File: config.mk
export PLATFORM = sky130hd
export DESIGN_NAME = adxl345_spi_responder
export DESIGN_NICKNAME = d
export VERILOG_FILES = /design/src/rtl/adxl345_pkg.sv /design/src/rtl/adxl345_spi_responder_sync.sv /design/src/rtl/adxl345_spi_responder.sv
export SDC_FILE = /design/constraint.sdc
export NUM_CORES = 1
export LEC_CHECK = 0
export BUFFER_PORTS_ARGS = -buffer_cell sky130_fd_sc_hd__clkbuf_2
export CAP_MARGIN = 5
export CORE_UTILIZATION = 59
export DETAILED_ROUTE_END_ITERATION = 12
export GPL_TIMING_DRIVEN = 0
export PLACE_DENSITY = 0.85
export RECOVER_POWER = 25
export REMOVE_ABC_BUFFERS = 1
export SLEW_MARGIN = 20
export SYNTH_ARGS = -nofsm -noshare
export SYNTH_HDL_FRONTEND = slang
export SYNTH_SLANG_ARGS = --single-unit
File: constraint.sdc
create_clock -name iCLK -period 7.7 [get_ports iCLK]
set_input_delay 1.155 -clock iCLK [delete_from_list [all_inputs] [get_ports iCLK]]
set_output_delay 1.155 -clock iCLK [all_outputs]
set_load 0.005 [all_outputs]
File: src/rtl/adxl345_pkg.sv
// Shared register map, FSM encoding and address-class helpers for the ADXL345 SPI responder.
// Pure declarations: no latency, no flow control.
package adxl345_pkg;

  localparam logic [5:0] ADDR_DEVID       = 6'h00;
  localparam logic [5:0] ADDR_BW_RATE     = 6'h2C;
  localparam logic [5:0] ADDR_POWER_CTL   = 6'h2D;
  localparam logic [5:0] ADDR_INT_ENABLE  = 6'h2E;
  localparam logic [5:0] ADDR_INT_MAP     = 6'h2F;
  localparam logic [5:0] ADDR_INT_SOURCE  = 6'h30;
  localparam logic [5:0] ADDR_DATA_FORMAT = 6'h31;
  localparam logic [5:0] ADDR_DATAX0      = 6'h32;
  localparam logic [5:0] ADDR_DATAX1      = 6'h33;
  localparam logic [5:0] ADDR_DATAY0      = 6'h34;
  localparam logic [5:0] ADDR_DATAY1      = 6'h35;
  localparam logic [5:0] ADDR_DATAZ0      = 6'h36;
  localparam logic [5:0] ADDR_DATAZ1      = 6'h37;

  typedef enum logic [1:0] {
    ST_IDLE,
    ST_CMD,
    ST_WDATA,
    ST_RDATA
  } spi_state_t;

  // RAM-backed registers: 0x1D..0x2F plus DATA_FORMAT, FIFO_CTL and FIFO_STATUS slots
  function automatic logic is_writable(input logic [5:0] a);
    return ((a >= 6'h1D) && (a <= ADDR_INT_MAP)) || (a == ADDR_DATA_FORMAT) ||
           (a == 6'h38) || (a == 6'h39);
  endfunction

  function automatic logic is_data_addr(input logic [5:0] a);
    return (a >= ADDR_DATAX0) && (a <= ADDR_DATAZ1);
  endfunction

endpackage

File: src/rtl/adxl345_spi_responder_sync.sv
// Synchronizes CSN/SCLK/SDIO into iCLK and emits one-cycle SCLK rise/fall and CSN fall/rise pulses.
// Pulses appear SYNC_STAGES cycles after the pin edge; no backpressure.
module spi_edge_sync #(
  parameter int SYNC_STAGES = 2
) (
  input  logic clk,
  input  logic rst_n,
  input  logic csn,
  input  logic sclk,
  input  logic sdio,
  output logic csn_s,
  output logic sdio_s,
  output logic sclk_rise,
  output logic sclk_fall,
  output logic csn_fall,
  output logic csn_rise
);

  logic [SYNC_STAGES-1:0] csn_q;
  logic [SYNC_STAGES-1:0] sclk_q;
  logic [SYNC_STAGES-1:0] sdio_q;
  logic                   csn_prev;
  logic                   sclk_prev;
  logic                   sclk_s;

  // CSN and SCLK reset to their idle-high levels so leaving reset makes no false edge
  always_ff @(posedge clk) begin
    if (!rst_n) begin
      csn_q     <= '1;
      sclk_q    <= '1;
      sdio_q    <= '0;
      csn_prev  <= 1'b1;
      sclk_prev <= 1'b1;
    end else begin
      csn_q     <= {csn_q[SYNC_STAGES-2:0], csn};
      sclk_q    <= {sclk_q[SYNC_STAGES-2:0], sclk};
      sdio_q    <= {sdio_q[SYNC_STAGES-2:0], sdio};
      csn_prev  <= csn_s;
      sclk_prev <= sclk_s;
    end
  end

  assign csn_s     = csn_q[SYNC_STAGES-1];
  assign sclk_s    = sclk_q[SYNC_STAGES-1];
  assign sdio_s    = sdio_q[SYNC_STAGES-1];
  assign sclk_rise = sclk_s & ~sclk_prev;
  assign sclk_fall = ~sclk_s & sclk_prev;
  assign csn_fall  = ~csn_s & csn_prev;
  assign csn_rise  = csn_s & ~csn_prev;

endmodule

File: src/rtl/adxl345_spi_responder.sv
// Register-level ADXL345 emulator on 3-wire SPI mode 3, oversampled on iCLK (>= 8x SCLK).
// Acts SYNC_STAGES+1 cycles after each pin edge; the initiator paces everything, no backpressure.
module adxl345_spi_responder
  import adxl345_pkg::*;
#(
  parameter int         SYNC_STAGES = 2,
  parameter logic [7:0] DEVID_VAL   = 8'hE5,
  parameter logic [7:0] BW_RATE_RST = 8'h0A
) (
  input  logic        iCLK,
  input  logic        iRSTN,
  input  logic        iSPI_CSN,
  input  logic        iSPI_CLK,
  input  logic        iSDIO,
  output logic        oSDIO,
  output logic        oSDIO_OE,
  input  logic [15:0] iDATA_X,
  input  logic [15:0] iDATA_Y,
  input  logic [15:0] iDATA_Z,
  input  logic        iSAMPLE_VALID,
  output logic        oINT2,
  output logic        oREG_WE,
  output logic [5:0]  oREG_ADDR,
  output logic [7:0]  oREG_WDATA,
  output logic        oBUSY
);

  logic csn_s, sdio_s, sclk_rise, sclk_fall, csn_fall, csn_rise;

  spi_edge_sync #(.SYNC_STAGES(SYNC_STAGES)) u_sync (
    .clk      (iCLK),
    .rst_n    (iRSTN),
    .csn      (iSPI_CSN),
    .sclk     (iSPI_CLK),
    .sdio     (iSDIO),
    .csn_s    (csn_s),
    .sdio_s   (sdio_s),
    .sclk_rise(sclk_rise),
    .sclk_fall(sclk_fall),
    .csn_fall (csn_fall),
    .csn_rise (csn_rise)
  );

  spi_state_t  state;
  logic [3:0]  bit_cnt;
  logic [7:0]  shift_in;
  logic [7:0]  shift_out;
  logic [5:0]  addr;
  logic        mb;
  logic        sdio_oe;
  logic        data_read;
  logic        reg_we;
  logic [5:0]  reg_addr;
  logic [7:0]  reg_wdata;
  logic        int2;
  logic [7:0]  regs [64];
  logic [15:0] shadow_x, shadow_y, shadow_z;
  logic [15:0] pend_x, pend_y, pend_z;
  logic        pend_vld;
  logic        data_ready;

  logic [7:0]  next_byte;
  logic [5:0]  next_addr;

  assign next_byte = {shift_in[6:0], sdio_s};
  assign next_addr = mb ? addr + 6'd1 : addr;

  function automatic logic [7:0] read_reg(input logic [5:0] a);
    logic [7:0] r;
    case (a)
      ADDR_DEVID:      r = DEVID_VAL;
      ADDR_INT_SOURCE: r = {data_ready, 7'b0};
      ADDR_DATAX0:     r = shadow_x[7:0];
      ADDR_DATAX1:     r = shadow_x[15:8];
      ADDR_DATAY0:     r = shadow_y[7:0];
      ADDR_DATAY1:     r = shadow_y[15:8];
      ADDR_DATAZ0:     r = shadow_z[7:0];
      ADDR_DATAZ1:     r = shadow_z[15:8];
      default:         r = is_writable(a) ? regs[a] : 8'h00;
    endcase
    return r;
  endfunction

  always_ff @(posedge iCLK) begin
    if (!iRSTN) begin
      state      <= ST_IDLE;
      bit_cnt    <= 4'd0;
      shift_in   <= 8'h00;
      shift_out  <= 8'h00;
      addr       <= 6'd0;
      mb         <= 1'b0;
      sdio_oe    <= 1'b0;
      data_read  <= 1'b0;
      reg_we     <= 1'b0;
      reg_addr   <= 6'd0;
      reg_wdata  <= 8'h00;
      int2       <= 1'b0;
      for (int i = 0; i < 64; i++) regs[i] <= 8'h00;
      regs[ADDR_BW_RATE] <= BW_RATE_RST;
      shadow_x   <= 16'h0;
      shadow_y   <= 16'h0;
      shadow_z   <= 16'h0;
      pend_x     <= 16'h0;
      pend_y     <= 16'h0;
      pend_z     <= 16'h0;
      pend_vld   <= 1'b0;
      data_ready <= 1'b0;
    end else begin
      reg_we <= 1'b0;
      int2   <= data_ready & regs[ADDR_INT_ENABLE][7] & regs[ADDR_INT_MAP][7];

      if (csn_rise) begin
        state     <= ST_IDLE;
        sdio_oe   <= 1'b0;
        shift_out <= 8'h00;
        bit_cnt   <= 4'd0;
        data_read <= 1'b0;
        if (pend_vld) begin
          shadow_x   <= pend_x;
          shadow_y   <= pend_y;
          shadow_z   <= pend_z;
          data_ready <= 1'b1;
          pend_vld   <= 1'b0;
        end else if (data_read) begin
          data_ready <= 1'b0;
        end
      end else begin
        case (state)
          ST_IDLE: if (csn_fall) begin
            state     <= ST_CMD;
            bit_cnt   <= 4'd0;
            shift_in  <= 8'h00;
            data_read <= 1'b0;
          end
          ST_CMD: if (sclk_rise) begin
            shift_in <= next_byte;
            bit_cnt  <= bit_cnt + 4'd1;
            if (bit_cnt == 4'd7) begin
              bit_cnt <= 4'd0;
              mb      <= next_byte[6];
              addr    <= next_byte[5:0];
              if (next_byte[7]) begin
                state     <= ST_RDATA;
                shift_out <= read_reg(next_byte[5:0]);
                sdio_oe   <= 1'b1;
              end else begin
                state <= ST_WDATA;
              end
            end
          end
          ST_WDATA: if (sclk_rise) begin
            shift_in <= next_byte;
            bit_cnt  <= bit_cnt + 4'd1;
            if (bit_cnt == 4'd7) begin
              bit_cnt <= 4'd0;
              if (is_writable(addr)) begin
                regs[addr] <= next_byte;
                reg_we     <= 1'b1;
                reg_addr   <= addr;
                reg_wdata  <= next_byte;
              end
              addr <= next_addr;
            end
          end
          // bit_cnt counts bits the initiator has sampled; the falling edge right after
          // the command byte must not shift, since the MSB is already on the wire
          ST_RDATA: if (sclk_rise) begin
            bit_cnt <= bit_cnt + 4'd1;
            if (bit_cnt == 4'd7 && is_data_addr(addr)) data_read <= 1'b1;
          end else if (sclk_fall) begin
            if (bit_cnt == 4'd8) begin
              bit_cnt   <= 4'd0;
              addr      <= next_addr;
              shift_out <= read_reg(next_addr);
            end else if (bit_cnt != 4'd0) begin
              shift_out <= {shift_out[6:0], 1'b0};
            end
          end
          default: state <= ST_IDLE;
        endcase
      end

      // Placed last so a direct capture beats any pending apply or clear in the same cycle
      if (iSAMPLE_VALID) begin
        if (csn_s) begin
          shadow_x   <= iDATA_X;
          shadow_y   <= iDATA_Y;
          shadow_z   <= iDATA_Z;
          data_ready <= 1'b1;
        end else begin
          pend_x   <= iDATA_X;
          pend_y   <= iDATA_Y;
          pend_z   <= iDATA_Z;
          pend_vld <= 1'b1;
        end
      end
    end
  end

  assign oSDIO      = shift_out[7];
  assign oSDIO_OE   = sdio_oe;
  assign oINT2      = int2;
  assign oREG_WE    = reg_we;
  assign oREG_ADDR  = reg_addr;
  assign oREG_WDATA = reg_wdata;
  assign oBUSY      = ~csn_s;

endmodule

==> results.cfg <==
[critical_path]
cp.arrival_ns = 5.40
cp-start-kind = flop
crit_type = flop to flop
r2r_setup_slack_ns = 2.85
cp_max_fo = 55
critPathCaptureType = flop
cp.required_ns = 8.25

[power]
p_per_area_mw_per_mm2 = 216
cellLeakagePower_nw = 12.6
ir_drop_v = 0.000172
power.total_w = 0.00800

[timing]
finalCritPeriodShare_pct = 63.0
relSlewSlack_pct = -1.68
setup_violations = 0
fmax_ghz = 0.206
hold_viol = 0
slew_violations = 27
tightest_slew_ns = 1.53
fin_crit_ns = 4.85
rsz0062_at_grt = no
skew_ns = 0.0298

[clock_network]
clk_path_buf_depth = 3
htree_levels = 3
insertion_delay_ns = 0.63
cts_resized = 0
numCtsBuffers = 68
clockRootBuffer = clkbuf_16
cts_tree = built
post_cts_buffers = 0
cts_hold_buf = 0
clk_pin_slew_ns = 0.06
cts.sinks = 664

[placed_design]
io_buffers = 72
dp_hpwl_um = 62600
gp_congestion = 0.986
placed_cells = 3355

[global_routing]
gr-total-overflow = 0
grt_usage_pct = 33.7
first_global_vias = 23625
grt_pass1_wl_um = 141000
grt_start_max_net_pins = 107
grt_antenna_before_repair = 0

[cells_and_area]
fillers = 3612
fin_nets = 2797
area_growth_pct = 13.6
drive_above_1_share_pct = 17.9
diodes = 0
layout.cells.non_filler = 3478

[die]
rows = 85
initial_core_util_pct = 60.1
die_area_mm2 = 0.0562
die_h_um = 237
die_x_um = 237
pin_count = 73
core-area_mm2 = 0.0542

[drt]
met2_length_um = 43800
drc_errors = 0
vias = 23553
drt_iter0_drc = 3493
dr.pass1.iters = 8
routed_wl_um = 93200
ant_nets = 0
wl_met1_um = 31100
routedWlPerCell_um = 26.8
viasPerCell = 6.77
route.met3.wl_um = 12000
top_layer = met4

[logic_synthesis]
async_reset_ff_share_pct = 0
syn_avg_cell_area_um2 = 13.1
yosysMostFrequentCell = edfxtp_1
ys_types = 82
synth_ff_type = edfxtp_1
post-synth-top-area-fraction_pct = 47.2
ys.warnings.count = 0
yosys-top-cells-count = edfxtp_1, nand2_1, mux4_2
synth_top_area_cell = edfxtp_1
synthCells = 2485
ys_top_cells_by_area = edfxtp_1, mux4_2, dfxtp_1
synth-seq-area-share_pct = 56.5
netlist_area_mm2 = 0.0326
ys_ff_latch = 664
synth_edf_count = 512

[outcome]
failed_checks = max-capacitance violations, max-slew violations
status = finished with violations

[flow_run]
max_cap_violations = 1

[min_path]
min_path_type = flop to flop
critical path, stage by stage, from the launching register on:
cell and delay, ns:
dfxtp_1 1.09, inv_1 0.38, ha_1 0.51, mux2_8 0.47, buf_16 0.31, buf_16 0.33, mux4_2 0.30, o22ai_1 0.09
o21ai_0 0.56, nand4_1 0.24, o221a_1 0.31, a21oi_1 0.15
per-layer routing:
layer / up-vias / GRT usage (%)
li1: 9771 / -
met1: 11457 / 41.9
met2: 1899 / 53.7
met3: 426 / 8.56
met4: 0 / 20.0
met5: - / 0
cell families (layout without fill, tap and decap cells):
| kind of cell | Yosys count | in the layout | share of synthesized area (%) |
|---|---|---|---|
| flip-flops | 664 | 664 | 56.5 |
| adder cells (fa/ha/maj) | 13 | 13 | 0.499 |
| XOR/XNOR | 4 | 4 | 0.188 |
| buffers and inverters | 276 | 286 | 4.00 |
| AO/OA/AOI/OAI | 419 | 419 | 8.31 |
| multiplexers | 284 | 284 | 18.2 |
| other | 1 | 288 | 0.0115 |
| AND/OR/NAND/NOR | 824 | 824 | 12.3 |
report_power, final:
| part | switching, W | internal [W] | total (W) |
|---|---|---|---|
| Clock | 0.00138 | 0.00183 | 0.00322 |
| Sequential | 0.000128 | 0.00408 | 0.00421 |
| Combinational | 0.000322 | 0.000245 | 0.000567 |
flip-flops by register name, summed over array words and instances, names as in the netlist, 2 cells and up:
register,flops
pend_y,16
oREG_WDATA,8
shift_out,8
addr,6
regs,512
oREG_ADDR,6
u_sync.sclk_q,2
bit_cnt,4
shadow_z,16
shadow_x,16
shift_in,7
pend_x,16
state,2
pend_z,16
u_sync.csn_q,2
u_sync.sdio_q,2
shadow_y,16
cell usage in the layout (no fill, tap or decap), drive strengths merged, types with 81 or more instances in the layout:
cell type	instances
edfxtp	512
nand3	107
clkbuf	165
conb	288
and2	176
o21ai	81
mux4	245
dfxtp	152
nor2	138
nand2	250
a21oi	117
metrics by stage:
step	utilization, %	worst slack [ns]	cell area, um^2	TNS, ns	hold slack [ns]
floorplan	-	-0.311	32600	-1.59	0.386
global placement	62.3	-3.79	33800	-202.26	0.397
detailed placement	64.3	2.76	34900	0	0.399
CTS	68.3	2.95	37000	0	0.412
global route	68.3	2.63	37000	0	0.428
finish	68.3	2.85	37000	0	0.409
final cells by class:
class | count | area (um^2) | area share, %
flip-flops and latches | 664 | 18400 | 49.8
multi-input cells | 1832 | 14000 | 37.9
clock buffers | 93 | 1900 | 5.13
repair buffers | 112 | 1350 | 3.64
well taps | 696 | 871 | 2.35
clock inverters | 29 | 234 | 0.632
inverters | 52 | 200 | 0.540
worst paths after layout:
check | start | end | cells after the start
min reg2reg | u_sync.csn_q[0] | u_sync.csn_q[1] | 1
min | u_sync.csn_q[0] | u_sync.csn_q[1] | 1
max | addr[0] | shift_out[3] | 11
max reg2reg | addr[0] | shift_out[3] | 11
(Power assumes the default switching activity.)
